[src/rtl/poly_cmd_sequencer.sv]
// Command sequencer: decodes STP/EVP/EVB/RST tokens, streams coefficients into RAM or x values through the evaluator.
// Latency: STP of degree d spans 3+2(d+1)+1 cycles inclusive from cmd_rd_en to status_wr_en when FIFOs are ready.
// Backpressure: stalls in DATA_RD on an empty data FIFO, in RESULT/STATUS on a full result/status FIFO; one FIFO op per cycle.
module poly_cmd_sequencer #(
  parameter int word_size   = 16,
  parameter int buffer_size = 1024,
  parameter int num_vectors = 8,
  parameter int max_degree  = 10,
  localparam int PW  = $clog2(buffer_size) + 1,
  localparam int VW  = $clog2(num_vectors),
  localparam int DW  = $clog2(max_degree + 1),
  localparam int CAW = $clog2(num_vectors * (max_degree + 1))
) (
  input  logic                 clk,
  input  logic                 rst,
  input  logic [PW-1:0]        cmd_population,
  output logic                 cmd_rd_en,
  input  logic [word_size-1:0] cmd_data,
  input  logic [PW-1:0]        data_population,
  output logic                 data_rd_en,
  input  logic [word_size-1:0] data_in,
  input  logic [PW-1:0]        result_free_space,
  output logic                 result_wr_en,
  output logic [word_size-1:0] result_data,
  input  logic [PW-1:0]        status_free_space,
  output logic                 status_wr_en,
  output logic [word_size-1:0] status_data,
  output logic                 c_ram_wr_en,
  output logic [CAW-1:0]       c_ram_addr,
  output logic [word_size-1:0] c_ram_wdata,
  output logic                 eval_start,
  output logic [VW-1:0]        eval_vec,
  output logic [DW-1:0]        eval_degree,
  output logic [word_size-1:0] eval_x,
  input  logic                 eval_done,
  input  logic [word_size-1:0] eval_result,
  output logic                 busy
);

  localparam int AW = word_size - 8;
  localparam int CW = AW + 1;

  localparam logic [1:0] OP_STP = 2'd0;
  localparam logic [1:0] OP_EVP = 2'd1;
  localparam logic [1:0] OP_EVB = 2'd2;
  localparam logic [1:0] OP_RST = 2'd3;

  localparam logic [3:0] S_IDLE      = 4'd0;
  localparam logic [3:0] S_CMD_WAIT  = 4'd1;
  localparam logic [3:0] S_DECODE    = 4'd2;
  localparam logic [3:0] S_DATA_RD   = 4'd3;
  localparam logic [3:0] S_DATA_WAIT = 4'd4;
  localparam logic [3:0] S_EVAL      = 4'd5;
  localparam logic [3:0] S_EVAL_WAIT = 4'd6;
  localparam logic [3:0] S_RESULT    = 4'd7;
  localparam logic [3:0] S_STATUS    = 4'd8;

  localparam logic [CAW-1:0] STRIDE = CAW'(max_degree + 1);

  logic [3:0]             state_q, state_d;
  logic                   arm_q;
  logic [1:0]             op_q, code_q;
  logic [5:0]             vec_q;
  logic [AW-1:0]          arg_q;
  logic [CW-1:0]          cnt_q;
  logic [DW-1:0]          idx_q;
  logic [DW-1:0]          degree_q [num_vectors];
  logic [num_vectors-1:0] valid_q;
  logic                   eval_start_q;
  logic [VW-1:0]          eval_vec_q;
  logic [DW-1:0]          eval_degree_q;
  logic [word_size-1:0]   eval_x_q, result_q;

  logic [VW-1:0] vsel;
  logic          vec_bad, arg_bad, last;
  logic [1:0]    dec_code;
  logic          dec_go;

  assign vsel    = vec_q[VW-1:0];
  // vec is a 6-bit field, so out-of-range vectors must be caught before indexing the table
  assign vec_bad = 32'(vec_q) >= num_vectors;
  assign arg_bad = 32'(arg_q) > max_degree;
  assign last    = (cnt_q == CW'(1));

  // Decode priority: bad vector, bad degree, unloaded vector, then the no-data successes
  always_comb begin
    dec_code = 2'd0;
    dec_go   = 1'b0;
    if (vec_bad)                                               dec_code = 2'd1;
    else if (op_q == OP_STP && arg_bad)                        dec_code = 2'd2;
    else if ((op_q == OP_EVP || op_q == OP_EVB) && !valid_q[vsel]) dec_code = 2'd3;
    else if (op_q == OP_RST || (op_q == OP_EVB && arg_q == '0)) dec_code = 2'd0;
    else                                                       dec_go   = 1'b1;
  end

  // Next-state logic and the FIFO strobes, each gated by its occupancy/free-space input
  always_comb begin
    state_d      = state_q;
    cmd_rd_en    = 1'b0;
    data_rd_en   = 1'b0;
    result_wr_en = 1'b0;
    status_wr_en = 1'b0;
    case (state_q)
      S_IDLE: if (arm_q && cmd_population != '0) begin
        cmd_rd_en = 1'b1;
        state_d   = S_CMD_WAIT;
      end
      S_CMD_WAIT: state_d = S_DECODE;
      S_DECODE:   state_d = dec_go ? S_DATA_RD : S_STATUS;
      S_DATA_RD: if (data_population != '0) begin
        data_rd_en = 1'b1;
        state_d    = S_DATA_WAIT;
      end
      S_DATA_WAIT: begin
        if (op_q == OP_STP) state_d = last ? S_STATUS : S_DATA_RD;
        else                state_d = S_EVAL;
      end
      S_EVAL:      state_d = S_EVAL_WAIT;
      S_EVAL_WAIT: if (eval_done) state_d = S_RESULT;
      S_RESULT: if (result_free_space != '0) begin
        result_wr_en = 1'b1;
        state_d      = last ? S_STATUS : S_DATA_RD;
      end
      S_STATUS: if (status_free_space != '0) begin
        status_wr_en = 1'b1;
        state_d      = S_IDLE;
      end
      default: state_d = S_IDLE;
    endcase
  end

  // Coefficient writes happen in DATA_WAIT, the cycle the popped token is on data_in
  assign c_ram_wr_en = (state_q == S_DATA_WAIT) && (op_q == OP_STP);
  assign c_ram_addr  = c_ram_wr_en ? (CAW'(vsel) * STRIDE + CAW'(idx_q)) : '0;
  assign c_ram_wdata = c_ram_wr_en ? data_in : '0;

  assign eval_start  = eval_start_q;
  assign eval_vec    = eval_vec_q;
  assign eval_degree = eval_degree_q;
  assign eval_x      = eval_x_q;
  assign result_data = result_q;
  assign status_data = {{(word_size-4){1'b0}}, op_q, code_q};
  assign busy        = (state_q != S_IDLE);

  // State, command fields, counters, degree/valid table and evaluator interface registers
  always_ff @(posedge clk or negedge rst) begin
    if (!rst) begin
      state_q       <= S_IDLE;
      arm_q         <= 1'b0;
      op_q          <= '0;
      code_q        <= '0;
      vec_q         <= '0;
      arg_q         <= '0;
      cnt_q         <= '0;
      idx_q         <= '0;
      valid_q       <= '0;
      eval_start_q  <= 1'b0;
      eval_vec_q    <= '0;
      eval_degree_q <= '0;
      eval_x_q      <= '0;
      result_q      <= '0;
      for (int i = 0; i < num_vectors; i++) degree_q[i] <= '0;
    end else begin
      state_q      <= state_d;
      // keeps cmd_rd_en low for the first cycle out of reset
      arm_q        <= 1'b1;
      eval_start_q <= 1'b0;
      case (state_q)
        S_CMD_WAIT: begin
          op_q  <= cmd_data[1:0];
          vec_q <= cmd_data[7:2];
          arg_q <= cmd_data[word_size-1:8];
        end
        S_DECODE: begin
          code_q <= dec_code;
          idx_q  <= '0;
          if (dec_go) begin
            eval_vec_q    <= vsel;
            eval_degree_q <= degree_q[vsel];
            if (op_q == OP_STP)      cnt_q <= CW'(arg_q) + CW'(1);
            else if (op_q == OP_EVB) cnt_q <= CW'(arg_q);
            else                     cnt_q <= CW'(1);
          end
          if (op_q == OP_RST && !vec_bad) begin
            valid_q <= '0;
            for (int i = 0; i < num_vectors; i++) degree_q[i] <= '0;
          end
        end
        S_DATA_WAIT: begin
          if (op_q == OP_STP) begin
            cnt_q <= cnt_q - CW'(1);
            if (last) begin
              degree_q[vsel] <= DW'(arg_q);
              valid_q[vsel]  <= 1'b1;
            end else begin
              // idx only advances while more coefficients follow, so it never passes max_degree
              idx_q <= idx_q + DW'(1);
            end
          end else begin
            eval_x_q     <= data_in;
            eval_start_q <= 1'b1;
          end
        end
        S_EVAL_WAIT: if (eval_done) result_q <= eval_result;
        S_RESULT:    if (result_free_space != '0) cnt_q <= cnt_q - CW'(1);
        default: ;
      endcase
    end
  end

endmodule

[config.mk]
export PLATFORM = sky130hd
export DESIGN_NAME = poly_cmd_sequencer
export DESIGN_NICKNAME = d
export VERILOG_FILES = /design/src/rtl/poly_cmd_sequencer.sv
export SDC_FILE = /design/constraint.sdc
export NUM_CORES = 1
export LEC_CHECK = 0
export CAP_MARGIN = 0
export CORE_MARGIN = 3
export CORE_UTILIZATION = 40
export CTS_BUF_LIST = sky130_fd_sc_hd__clkbuf_16
export CTS_CLUSTER_SIZE = 16
export DETAILED_ROUTE_END_ITERATION = 8
export PLACE_DENSITY = 0.74
export SKIP_LAST_GASP = 1
export SYNTH_ARGS = -nofsm -noshare
export SYNTH_HDL_FRONTEND = slang
export SYNTH_SLANG_ARGS = --single-unit
[constraint.sdc]
create_clock -name clk -period 3.3 [get_ports clk]
set_input_delay 0.66 -clock clk [delete_from_list [all_inputs] [get_ports clk]]
set_output_delay 0.66 -clock clk [all_outputs]
set_load 0.02 [all_outputs]
==> results of run 1 <==
## repair_timing
action | 4_1_cts | 5_1_grt
pin swaps | 13 | 3
setup endpoints to repair | 22 | 7
setup buffers | 4 | 1
resized for setup | 60 | 6
## layout make-up
| cell class | count | area share, % |
|---|---|---|
| multi-input cells | 408 | 35.2 |
| flip-flops and latches | 116 | 33.1 |
| repair buffers | 195 | 21.5 |
| clock buffers | 17 | 4.85 |
| well taps | 184 | 2.62 |
| clock inverters | 15 | 1.94 |
| inverters | 20 | 0.856 |
## logic make-up (layout without fill, tap and decap cells)
| group | after synthesis | after routing | share of synthesized area [%] |
|---|---|---|---|
| DFF | 116 | 116 | 47.3 |
| adders and majority gates | 27 | 27 | 5.88 |
| buffers and inverters | 64 | 247 | 4.71 |
| xor gates and xnor gates | 5 | 5 | 0.714 |
| muxes | 56 | 56 | 11.7 |
| and+or+nand+nor | 172 | 172 | 14.2 |
| AOI/OAI and AO/OA | 135 | 135 | 15.3 |
| other | 2 | 13 | 0.122 |
## flip-flops by register name, summed over array words and instances, names as in the netlist
signal / cells
eval_vec: 3
eval_x: 16
eval_degree: 4
arm_q: 1
valid_q: 8
state_q: 4
idx_q: 4
op_q: 2
cnt_q: 9
arg_q: 8
vec_q: 6
degree_q: 32
code_q: 2
result_data: 16
eval_start: 1
## power breakdown
part / internal, mW / switching [mW] / leakage [nW]
Sequential: 1.84 / 0.393 / 1.51
Combinational: 1.71 / 1.95 / 2.14
Clock: 1.24 / 0.646 / 0.295
## routing by layer
layer	track usage (%)	part of all wire (%)
met1	26.6	40
met4	7.64	1.9
met2	36.0	48
met5	0	0
met3	9.09	9.6
## final timing paths
check,from,endpoint,slack (ps),cells past startpoint
worst max-delay path,vec_q[2]$_DFFE_PN0P_,c_ram_addr[5],-110,9
worst min-delay path,rst,result_data[13]$_DFFE_PN0P_,300,1
worst max register to register,vec_q[1]$_DFFE_PN0P_,state_q[1]$_DFFE_PN0P_,550,7
worst min register to register,eval_degree[1]$_DFFE_PN0P_,eval_degree[1]$_DFFE_PN0P_,480,1
max in group asynchronous,rst,vec_q[0]$_DFFE_PN0P_,2220,2
min in group clk,eval_degree[1]$_DFFE_PN0P_,eval_degree[1]$_DFFE_PN0P_,480,1
## per-stage QoR
stage	utilization, %	setup WS, ps
5_1_grt	59.5	-215
6_report	59.5	-109
3_3_place_gp	54.6	-180
3_5_place_dp	54.6	-245
4_1_cts	59.3	-98.0
2_1_floorplan	-	2.95
## synth_stat cells (3+ instances only)
master,n
mux2i_1,3
a31oi_1,7
nand2b_1,4
mux4_2,8
mux2_2,45
o31ai_1,3
ha_1,24
a22o_1,22
a32o_1,16
inv_1,20
nand3_1,12
buf_2,3
nand2_1,47
buf_4,12
o211ai_1,3
clkbuf_1,28
nor2_1,32
o22ai_1,3
xor2_1,4
nor2b_1,13
nor4_1,11
a21oi_1,37
a21o_1,8
and3_1,3
o21ai_0,22
nand4_1,4
dfrtp_1,116
nor3_1,11
fa_1,3
and2_1,25
==> results_dict.tcl, run 1 <==
set metrics [dict create \
    status "finished with violations" \
    fmax_mhz 293 \
    vias 5285 \
    power.total_mw 7.78 \
    io_buffer_count 167 \
    placed_area_um2 8060 \
    cts_tree "built" \
    wirelength_um 17900 \
    arrival_ps 2750 \
    synth-async-reset-ratio_pct 100 \
    dieHeight_um 130 \
    rsz0062_at_grt "yes" \
    violations "setup timing" \
    setup_tns_ps -308 \
    crit_chain "buf_6 > ha_1 > fa_1 > ha_4 > a21o_1 > a21oi_2 > xor2_1 > nor2_2 > buf_6" \
    crit_fanout 15 \
    critPathRequiredTime_ps 2640 \
    start_util_pct 41.6 \
    setup_viol 4 \
    path_class "flop to primary output" \
    yosys.area.top_type "dfrtp_1" \
    clkSinkCount 116 \
    synthTopCellsByArea "dfrtp_1 (47%), mux2_2 (8.3%), ha_1 (4.9%), a22o_1 (3.1%), a21oi_1 (3.0%)" \
    layout_common_cells "clkdlybuf4s50_1 (142), dfrtp_1 (115), nand2_1 (47)" \
    clk_latency_ps 420 \
    slew-limit-headroom_pct 50.7 \
    yosysUniqueCellTypes 52 \
    grt_pass1_wl_um 28900 \
    n_fill_cell 1183 \
    cts_buffer_depth 2 \
    min_period_ps 3410 \
    dp.cells 918 \
    fin_ws_ps -109 \
    routedWlPerCell_um 18.8 \
    maxCapViolations 0 \
    p_per_area_nw_per_um2 887 \
    critPathMaxStageDelay_ps 530 \
    multi_input_area_um2 3090 \
    crit_family "adder cells" \
    path_clk_slew_ps 50 \
    cp.buffers_inverters 2 \
    cts_buffers 17 \
    synth.yosys.seq_area_share_pct 47.3 \
    area_delta_synth_final_pct 43.1 \
    core_um2 14800 \
    leakage_nw 3.94 \
    dr.pass1.iters 5 \
    ir_drop_mv 0.703 \
    yosys_most_used_dff "dfrtp_1" \
    holdWs_ps 300 \
    grt_pass1_vias 5556 \
    synth_top_area_share_pct 47.3 \
    ys_ff_latch 116 \
    first_iter_violations 341 \
    synthCells 577 \
    startpoint_type "flop" \
    final_area_um2 8770 \
    crit_top_cell "buf_6" \
    overflow 0 \
    syn_area_um2 6130 \
    synth-edff-count 0 \
    place_hpwl_um 13000 \
    die-area_um2 16800 \
    io_pins 180 \
    layout_commonest_cell "clkdlybuf4s50_1" \
    diodes 0 \
    postRouteAntennaNets 0 \
    syn_avg_cell_area_um2 10.6 \
    tightest_slew_ps 720 \
    hold_class "input port to async pin" \
    antenna_found_initial 0 \
    root_buffer "clkbuf_16" \
    final-hold-violation-count 0 \
    chipWidth_um 130 \
    htreeDepth 4 \
    fin_skew_ps 5.73 \
    yosys_warnings 0 \
    grt_use_total_pct 22.1 \
    gp_congestion 0.869 \
    seq_area_um2 2900 \
    hold_buffers 0 \
    cp-end-kind "primary output" \
    period_share_pct 103 \
    layout.nets 880 \
    drc 0 \
    final_max_slew_viol_count 0 \
    grt_max_degree 63 \
    avgViaCountPerCell 5.53 \
    slowest_stage "fa_1" \
    drive_gt1_share_pct 17.4 \
    num_rows 44 \
    fin_cells 955 \
]
Note: power is estimated with default switching activity, not from simulation.
==> inputs of run 2 (changes only) <==
Settings changed: CORE_ASPECT_RATIO set to 0.75, CORE_MARGIN 3 to unset.
==> run 2 against run 1 <==
  * The run still ends with setup timing left
  * Clock power about the same
  * Clock skew increased by 2.4 ps
  * Via count increased by 1.5%
  * Setup slack got worse by 6.8 ps
  * Non-clock buffer count unchanged
  * Sequential cell count unchanged
  * Combinational power about the same
  * Register-to-register slack got worse by 60 ps
  * Sequential power about the same
  * Critical endpoint is now c_ram_addr[6]
  * Design area increased by 0.56%
  * Critical path depth increased by 1
  * Sequential share of layout area decreased by 0.18 points
==> results_dict.tcl, run 2 (synthesis gave the netlist of run 1 again) <==
set metrics [dict create \
    p_int_mw 4.82 \
    p_per_area_nw_per_um2 885 \
    power.total_mw 7.81 \
    dr.pass1.iters 5 \
    p_sw_share_pct 38.3 \
    maxCapViolations 0 \
    layout.nets 882 \
    vias 5364 \
    grt_use_total_pct 23.1 \
    final_area_um2 8820 \
    critPathRequiredTime_ps 2640 \
    io_pins 180 \
    dp.cells 935 \
    place_hpwl_um 12600 \
    dieHeight_um 109 \
    final_util_pct 60.0 \
    overflow 0 \
    leakage_nw 3.84 \
    diodes 0 \
    final-hold-violation-count 0 \
    pwr-share-seq_pct 28.9 \
    slew-limit-headroom_pct 47.6 \
    num_rows 38 \
    dp_slack_ps -280 \
    antenna_found_initial 0 \
    avgViaCountPerCell 5.52 \
    switching_power_mw 2.99 \
    cts_buffer_depth 2 \
    tightest_slew_ps 787 \
    rsz0062_at_grt "yes" \
    violations "setup timing" \
    placed_area_um2 8070 \
    holdWs_ps 231 \
    first_iter_violations 429 \
    wl_met3_um 1450 \
    highest_layer "met4" \
    path_class "flop to primary output" \
    area_delta_synth_final_pct 43.9 \
    drive_gt1_share_pct 18.1 \
    clkSinkCount 116 \
    setup_tns_ps -303 \
    fmax_mhz 293 \
    status "finished with violations" \
    cts_tree "built" \
    postRouteAntennaNets 0 \
    arrival_ps 2760 \
    clk_latency_ps 410 \
    grt_max_degree 56 \
    layout_commonest_cell "clkdlybuf4s50_1" \
    routedWlPerCell_um 18.2 \
    largest-register "degree_q" \
    chipWidth_um 145 \
    gp_congestion 0.861 \
    start_util_pct 41.7 \
    drc 0 \
    drt-met1-wl_um 7300 \
    htreeDepth 4 \
    reg2regPathDepth 10 \
    share_comb_of_total_power_pct 47.0 \
    die-area_um2 15800 \
    min_period_ps 3420 \
    cts_buffers 17 \
    period_share_pct 103 \
    core_um2 14700 \
    layout_common_cells "clkdlybuf4s50_1 (160), dfrtp_1 (115), nand2_1 (47)" \
    fin_skew_ps 8.17 \
    setup_viol 3 \
    crit_fanout 3 \
    clkPwrFrac_pct 24.1 \
    largest_reg_flops 32 \
    cp-end-kind "primary output" \
    grt_pass1_vias 5599 \
    grt_pass1_wl_um 28600 \
    wirelength_um 17700 \
    final_max_slew_viol_count 0 \
    path_clk_slew_ps 60 \
    fin_cells 972 \
    startpoint_type "flop" \
    fin_ws_ps -115 \
    wl_met2_um 8700 \
    ir_drop_mv 0.589 \
    hold_class "input port to async pin" \
    root_buffer "clkbuf_16" \
    io_buffer_count 167 \
]
[run 2: changes by cell type in the layout (fill, tap and decap cells not counted), sizes merged]
cell           delta
clkdlybuf4s50    +18
buf               -1
dlygate4sd2      -16
clkinv            -1
clkinvlp          +2
dlymetal6s2s      -1
[run 2: worst paths after layout]
kind / startpoint / to / slack [ps]
worst min register to register: eval_degree[3]$_DFFE_PN0P_ / eval_degree[3]$_DFFE_PN0P_ / 480
worst max-delay path: vec_q[1]$_DFFE_PN0P_ / c_ram_addr[6] / -120
worst max register to register: op_q[0]$_DFFE_PN0P_ / degree_q[20]$_DFFE_PN0P_ / 490
worst min-delay path: rst / cnt_q[4]$_DFFE_PN0P_ / 230
max in group asynchronous: rst / degree_q[23]$_DFFE_PN0P_ / 2370
min in group clk: eval_degree[3]$_DFFE_PN0P_ / eval_degree[3]$_DFFE_PN0P_ / 480
[run 2: power by group through the flow]
stage	clock [mW]	combinational, mW	sequential (mW)
after floorplan	0	1.83	2.40
after detailed placement	0	3.38	2.25
after CTS	1.90	3.61	2.25
final	1.88	3.67	2.25
after global routing	1.98	3.94	2.32
after global placement	0	3.28	2.22
[run 2: metal layers]
metal | vias up | global-route usage (%)
li1 | 2445 | -
met1 | 2657 | 27.7
met2 | 241 | 40.1
met3 | 21 | 7.28
met4 | 0 | 6.69
met5 | - | 0
[run 2: cell type report]
cell class                 count  area, um2
clock buffer                  17        425
clock inverter                14        170
fill                        1182       5870
inverter                      20       78.8
multi-input combinational    408       3090
sequential                   116       2900
tap                          200        250
timing repair buffer         195       1890
timing repair inverter         2       15.0
[run 2: worst max-delay path, cell delays in order, from the launching register on]
cell and delay [ps]:
dfrtp_1 420, inv_2 110, ha_4 210, fa_1 500
ha_1 330, a21o_1 190, a21oi_2 170, nor2b_2 60
o21ai_1 110, a21oi_1 90, buf_4 160
[run 2: what timing repair did]
item,in CTS,in global routing
endpoints found under the setup margin,24,22
pin swaps,12,5
gates cloned,1,1
setup buffers,4,0
resized for setup,48,6
hold buffers,0,0
==> inputs of run 3 (changes only) <==
Settings changed: GPL_ROUTABILITY_DRIVEN set to 0.
==> run 3 against run 2 <==
  * The flow still finishes with violations (setup timing)
  * Register-to-register slack better by 40 ps
  * Clock-buffer cell count unchanged
  * Die area stayed put
  * Global-route usage grew 0.37 points
  * Power shrank 2.1%
  * Routed wire length rose by 1.1%
  * Worst hold slack better by 31 ps
  * Cell count is the same
  * Sequential cell count unchanged
  * Design area down 0.48%
  * Via count fell by 0.13%
  * Critical path type unchanged
  * Critical endpoint is now c_ram_addr[5]
  * Largest cell class unchanged
  * Highest routed layer unchanged
==> results_dict.tcl, run 3 (synthesis gave the netlist of run 1 again) <==
set metrics [dict create \
    drive_gt1_share_pct 17.1 \
    routedWlPerCell_um 18.4 \
    status "finished with violations" \
    layout_commonest_cell "clkdlybuf4s50_1" \
    overflow 0 \
    grt_max_degree 49 \
    first_iter_violations 397 \
    crit_fanout 3 \
    dp.cells 936 \
    wirelength_um 17900 \
    final_max_slew_viol_count 0 \
    final_util_pct 59.8 \
    final_area_um2 8780 \
    io_pins 180 \
    rsz0062_at_grt "yes" \
    p_per_area_nw_per_um2 871 \
    antenna_found_initial 0 \
    leakage_nw 3.98 \
    layout_common_cells "clkdlybuf4s50_1 (152), dfrtp_1 (116), nand2_1 (47)" \
    htreeDepth 4 \
    slew-limit-headroom_pct 45.2 \
    startpoint_type "flop" \
    grt_use_total_pct 23.5 \
    die-area_um2 15800 \
    drc 0 \
    ir_drop_mv 0.562 \
    diodes 0 \
    fin_ws_ps -117 \
    num_rows 38 \
    core_um2 14700 \
    cp-end-kind "primary output" \
    vias 5357 \
    final-hold-violation-count 0 \
    arrival_ps 2760 \
    power.total_mw 7.65 \
    grt_pass1_wl_um 28600 \
    placed_area_um2 8080 \
    min_period_ps 3420 \
    root_buffer "clkbuf_16" \
    fin_skew_ps 8.94 \
    period_share_pct 104 \
    grt_pass1_vias 5445 \
    io_buffer_count 167 \
    fmax_mhz 293 \
    cts_tree "built" \
    setup_viol 4 \
    n_fill_cell 1179 \
    hold_class "input port to async pin" \
    postRouteAntennaNets 0 \
    path_class "flop to primary output" \
    fin_cells 972 \
    hold_buffers 0 \
    path_clk_slew_ps 60 \
    cts_buffers 17 \
    avgViaCountPerCell 5.51 \
    layout.nets 881 \
    cts_buffer_depth 2 \
    dieHeight_um 109 \
    dr.pass1.iters 5 \
    tightest_slew_ps 822 \
    violations "setup timing" \
    maxCapViolations 0 \
    area_delta_synth_final_pct 43.2 \
    place_hpwl_um 12600 \
    start_util_pct 41.7 \
    clkSinkCount 116 \
    largest-register "degree_q" \
    clk_latency_ps 420 \
    largest_reg_flops 32 \
    critPathRequiredTime_ps 2640 \
    chipWidth_um 145 \
]
[run 3: final timing paths]
check                                           startpoint                          to  slack [ps]  depth (start not counted)
max in group asynchronous                              rst       eval_x[6]$_DFFE_PN0P_        2280                          2
worst min register to register  eval_degree[1]$_DFFE_PN0P_  eval_degree[1]$_DFFE_PN0P_         480                          1
worst max-delay path                  vec_q[1]$_DFFE_PN0P_               c_ram_addr[5]        -120                         12
worst min-delay path                                   rst        arg_q[6]$_DFFE_PN0P_         260                          1
worst max register to register        vec_q[2]$_DFFE_PN0P_      state_q[1]$_DFFE_PN0P_         530                          7
min in group clk                eval_degree[1]$_DFFE_PN0P_  eval_degree[1]$_DFFE_PN0P_         480                          1
[run 3: metrics by stage]
stage	hold WS (ps)	TNS, ps	setup slack [ps]
6_report	262	-406	-117
5_1_grt	318	-726	-219
4_1_cts	277	-311	-116
3_5_place_dp	467	-782	-276
3_3_place_gp	458	-465	-215
2_1_floorplan	364	0	2.95
[run 3: repair_timing]
item,4_1_cts,5_1_grt
gates resized for setup,39,16
cloned,2,0
setup buffers,1,2
endpoints found under the setup margin,24,20
pin swaps,11,1
[run 3: report_power, final]
part / internal [mW] / switching, mW
Combinational: 1.65 / 1.86
Clock: 1.18 / 0.686
Sequential: 1.84 / 0.430
[run 3: layout make-up]
| cell class | count | area, um2 | area share, % |
|---|---|---|---|
| inverters | 20 | 78.8 | 0.898 |
| repair inverters | 2 | 12.5 | 0.143 |
| multi-input cells | 408 | 3030 | 34.5 |
| clock buffers | 17 | 425 | 4.85 |
| flip-flops and latches | 116 | 2900 | 33.1 |
| well taps | 200 | 250 | 2.85 |
| clock inverters | 15 | 166 | 1.90 |
| repair buffers | 194 | 1910 | 21.8 |
[run 3: layer usage]
metal | wire length [um] | track usage (%)
met5 | 0 | 0
met1 | 7420 | 28.9
met2 | 8590 | 39.1
met3 | 1620 | 7.78
met4 | 247 | 7.45
[run 3: critical path, cell delays in order, from the launching register on]
cell and delay (ps):
dfrtp_1 400, inv_2 80, buf_6 100, ha_4 190, fa_2 550, inv_2 50, fa_2 350, inv_1 60
a21o_1 110, a21oi_2 50, xor2_1 170, nor2_2 100, buf_6 130
